<file path="src/rtl/png_chunk_crc_chk_pkg.sv">
// Shared constants, FSM encoding and CRC helpers for the PNG chunk CRC checker.
// The CRC register runs MSB-first; crc32_final maps it to the PNG field layout.
package png_chunk_crc_chk_pkg;

    localparam logic [31:0] CRC32_POLY   = 32'h04C1_1DB7;
    localparam logic [31:0] CRC32_INIT   = 32'hFFFF_FFFF;
    localparam logic [31:0] CRC32_XOROUT = 32'hFFFF_FFFF;
    localparam logic [31:0] PNG_MAX_LEN  = 32'h7FFF_FFFF;

    localparam logic [1:0] ERR_OK  = 2'd0;
    localparam logic [1:0] ERR_CRC = 2'd1;
    localparam logic [1:0] ERR_LEN = 2'd2;

    typedef enum logic [2:0] {
        ST_IDLE,
        ST_LEN,
        ST_TYPE,
        ST_DATA,
        ST_SCRC,
        ST_DONE
    } chk_state_e;

    function automatic logic [31:0] crc32_final(input logic [31:0] c);
        logic [31:0] r;
        for (int i = 0; i < 32; i++) begin
            r[i] = c[31-i];
        end
        return r ^ CRC32_XOROUT;
    endfunction

endpackage

</file>
<file path="src/rtl/png_chunk_crc_chk_crc32_upd8.sv">
// Combinational CRC-32 step over one byte; the byte enters LSB first, which is
// the bit-reflected input ordering PNG uses.
module crc32_upd8
    import png_chunk_crc_chk_pkg::*;
(
    input  logic [31:0] crc_in,
    input  logic [7:0]  dat,
    output logic [31:0] crc_out
);

    always_comb begin
        logic [31:0] c;
        c = crc_in;
        for (int i = 0; i < 8; i++) begin
            if (c[31] ^ dat[i]) begin
                c = {c[30:0], 1'b0} ^ CRC32_POLY;
            end else begin
                c = {c[30:0], 1'b0};
            end
        end
        crc_out = c;
    end

endmodule

</file>
<file path="config.mk">
export PLATFORM = sky130hd
export DESIGN_NAME = crc32_upd8
export DESIGN_NICKNAME = d
export VERILOG_FILES = /design/src/rtl/png_chunk_crc_chk_pkg.sv /design/src/rtl/png_chunk_crc_chk_crc32_upd8.sv
export SDC_FILE = /design/constraint.sdc
export NUM_CORES = 1
export LEC_CHECK = 0
export CAP_MARGIN = 5
export CELL_PAD_IN_SITES_DETAIL_PLACEMENT = 1
export CELL_PAD_IN_SITES_GLOBAL_PLACEMENT = 1
export CORE_MARGIN = 2
export CORE_UTILIZATION = 27
export DETAILED_ROUTE_END_ITERATION = 10
export PLACE_DENSITY_LB_ADDON = 0.1
export SETUP_SLACK_MARGIN = 0.1
export SYNTH_ARGS = -nofsm -noshare
export SYNTH_HDL_FRONTEND = slang
export SYNTH_SLANG_ARGS = --single-unit
</file>
<file path="constraint.sdc">
create_clock -name vclk -period 2.52
set_clock_uncertainty 0.05 [all_clocks]
set_input_delay 0.504 -clock vclk [all_inputs]
set_output_delay 0.504 -clock vclk [all_outputs]
set_load 0.05 [all_outputs]
</file>
==> results of run 1 <==
synthesized netlist by cell type:
cell     instances
xnor2_4          8
xor2_1           7
xor3_1           8
inv_1            1
xnor2_1         25
xor2_2           1
xnor3_1          7
xnor2_2          3
xnor3_2          2
xor3_2           1
kinds of logic after synthesis:
group	Yosys count	synth area share
XOR/XNOR	62	0.996
buffers and inverters	1	0.00379
stage by stage:
stage / hold WS, ns / setup TNS, ns / utilization
after floorplan: 1.14 / 0 / -
after detailed placement: 1.70 / -8.08 / 0.692
after global placement: 1.68 / -6.10 / 0.692
after CTS: 1.69 / 0 / 0.759
repair_timing:
item,in CTS
pin swaps,26
resized for setup,95
cloned,0
endpoints found under the setup margin,30
buffers inserted,18
hold endpoints to repair,0
==> reports/metrics.yaml, run 1 <==
initial_core_util: 0.290
fp-row-count: 21
haltStage: "5_1_grt"
yosysWarnings: 0
dp_cells: 212
syn_area_um2: 990
status: "stopped before the end"
cts_hold_buf: 0
ys_types: 10
endpoint_type: "primary output"
synth_fp_nets: 103
dpl_cell_area_mm2: 0.00236
stop_error: "[ERROR DPL-0033] detailed placement checks failed during check placement."
io_buffers: 72
place_ws_ns: -0.426
synth_top_area_cell: "xnor2_4"
gp_congestion: 0.718
syn_inst: 63
hpwl_um: 3510
grt_max_degree: 6
die_x_um: 64.5
ys_seq_area_frac: 0
worstEndpointGrtRepair: "crc_out[18]"
antenna_found_initial: 1
dieHeight_um: 64.5
synthTopCellsByArea: "xnor2_4, xnor2_1, xor3_1"
netlist.area_leader.share: 0.223
io-pin-count: 72
avgSynthCellArea_um2: 15.7
==> run 2, diff against run 1 <==
CELL_PAD_IN_SITES_DETAIL_PLACEMENT = not set   (was 1)
CELL_PAD_IN_SITES_GLOBAL_PLACEMENT = not set   (was 1)
CORE_AREA = 2 2 63 65   (was not set)
CORE_MARGIN = not set   (was 2)
CORE_UTILIZATION = not set   (was 27)
DIE_AREA = 0 0 65 67   (was not set)
PLACE_DENSITY_LB_ADDON = 0.15   (was 0.1)
SETUP_SLACK_MARGIN = not set   (was 0.1)
==> run 2 against run 1 <==
The run now ends clean. Synthesized area stayed put. Synthesized cell count stayed put.
==> reports/metrics.yaml, run 2 <==
via_per_inst: 3.86
pwr-share-seq: 0
synth_fp_nets: 103  # unchanged
fmax_mhz: 399
worst_slew_pin_slew_ns: 0.294
dieHeight_um: 67  # +3.8%
yosysWarnings: 0  # unchanged
status: "completed"
grt_pass1_wl_um: 4400
syn_to_final_growth_pct: 159
critical_path_class: "primary input to output port"
die_area_mm2: 0.00436
synth_top_family_by_area: "XOR/XNOR gates"
ant_nets: 0
power_density_mw_per_mm2: 980
drv_cap: 0
fin_nets: 224
gp_congestion: 0.696  # -3.0%
hold_path_class: "primary input to output port"
drt_iter0_drc: 6
avgSynthCellArea_um2: 15.7  # unchanged
synthTopCellsByArea: "xnor2_4, xnor2_1, xor3_1"
rsz0062_at_grt: "yes"
grtUsageTotal: 0.127
final_hold_viol_count: 0
synth-compound-area-share: 0  # unchanged
ir_drop_v: 0.000722
maxSlewViolCount: 0
design.seq.count: 0
grt_max_degree: 8
hpwl_um: 2290  # -35%
antenna_cells: 0
setup_viol: 0
path_depth: 6
num_vias: 887
layout_setup_ws_ns: 0.0108
switchingPower_uw: 1230
synth_mux_area_frac: 0  # unchanged
fin_crit_sh: 0.996
fp-row-count: 22  # +4.8%
layout_commonest_cell: "buf_4"
netlist.area_leader.share: 0.223  # unchanged
ys_seq_area_frac: 0  # unchanged
initial_core_util: 0.274  # -0.0153
min-delay-start: "crc_in[29]"
synth_top_area_cell: "xnor2_4"
setup-tns-final_ns: 0
place_ws_ns: -0.374  # +0.0522 ns
antenna_found_initial: 0
drt-total-wl_um: 2780
power_uw: 2510
cp_max_fo: 3
mostFrequentLayoutCells: "buf_4, buf_12, clkdlybuf4s50_1"
path_cells: "buf_8 -> xnor2_4 -> buf_6 -> xor3_2 -> xnor3_1 -> buf_12"
clockPowerShare: 0
synth-xor-area-share: 0.996  # unchanged
end_kind: "output port"
power.share.switching: 0.490
syn_area_um2: 990  # unchanged
startpoint: "dat[6]"
min_to: "crc_out[21]"
required_ns: 1.97
cts_hold_buf: 0  # unchanged
drtPass1Iterations: 2
fillers: 253
synth_adder_area_share: 0  # unchanged
core_area_mm2: 0.00361
pwr-share-comb: 1.000
io-pin-count: 72  # unchanged
drc: 0
synthSimpleGateAreaFrac: 0  # unchanged
maxSlewHeadroom: 0.803
leakagePower_uw: 0.00122
cpLargestDelayFamily: "XOR/XNOR gates"
intPower_uw: 1280
grt_pass1_vias: 952
die_x_um: 65  # +0.70%
crit_buf_inv: 3
syn_inst: 63  # unchanged
io_buffers: 72  # unchanged
post-route-util: 0.712
ys_types: 10  # unchanged
ys_top_cells_by_count: "xnor2_1, xnor2_4, xor3_1"
cp.arrival_ns: 1.96
max_stage_delay_ns: 0.44
wl_per_cell_um: 12.1
seqCellArea_um2: 0
synth.most_common_cell: "xnor2_1"
whs_path_depth: 5
drive_above_1_share: 0.659
crit_path_start_kind: "primary input"
crit_slowest_cell: "xor3_2"
period_minus_slack_ns: 2.51
num-clock-buffers: 0
grt-ovfl-total: 0
run 2: cell counts after synthesis:
Identical to the previous run, type by type.
run 2: worst max path at each step:
stage | slack (ns) | to
floorplan | -0.21 | crc_out[10]
global placement | -0.36 | crc_out[14]
detailed placement | -0.37 | crc_out[5]
CTS | 0.002 | crc_out[6]
global route | -0.04 | crc_out[13]
finish | 0.01 | crc_out[13]
run 2: tightest hold or removal path, cell delays in order:
cell	delay, ns
clkbuf_2	0.13
xnor2_4	0.13
buf_4	0.15
xnor2_1	0.11
buf_12	0.16
run 2: cell families (layout without fill, tap and decap cells):
family	count (synthesis)	in the layout
xor gates and xnor gates	62	62
buffers and inverters	1	120
run 2: timing repair:
item | in CTS | in global routing
resized for setup | 57 | 19
endpoints found under the setup margin | 26 | 12
pin swaps | 17 | 6
setup buffers | 11 | 4
run 2: per-stage QoR:
step           hold slack, ns  cell area (µm²)  cells
2_1_floorplan            1.14             1010     63
3_3_place_gp             1.68             2330    215
3_5_place_dp             1.68             2330    215
4_1_cts                  1.68             2520    226
5_1_grt                  1.68             2570    230
6_report                 1.63             2570    230
run 2: power groups by stage:
| stage | sequential, µW | combinational (µW) | clock (µW) |
|---|---|---|---|
| 6_report | 0 | 2510 | 0 |
| 5_1_grt | 0 | 2600 | 0 |
| 3_5_place_dp | 0 | 2390 | 0 |
| 4_1_cts | 0 | 2500 | 0 |
| 2_1_floorplan | 0 | 1270 | 0 |
| 3_3_place_gp | 0 | 2370 | 0 |
run 2: area by class of cell:
class | count | area [µm²] | area share
Timing Repair Buffer | 119 | 1390 | 0.541
Multi-Input combinational cell | 62 | 1110 | 0.434
Inverter | 1 | 3.75 | 0.00146
Tap cell | 48 | 60.1 | 0.0234
run 2: routing by layer:
metal,global-route usage,part of all wire,vias to the layer above,wire length (µm)
met3,0.0169,0.073,0,202
met4,0,0,0,0
met2,0.255,0.55,36,1540
met5,0,0,-,0
met1,0.151,0.37,412,1040
li1,-,-,439,-
(Power assumes the default switching activity.)
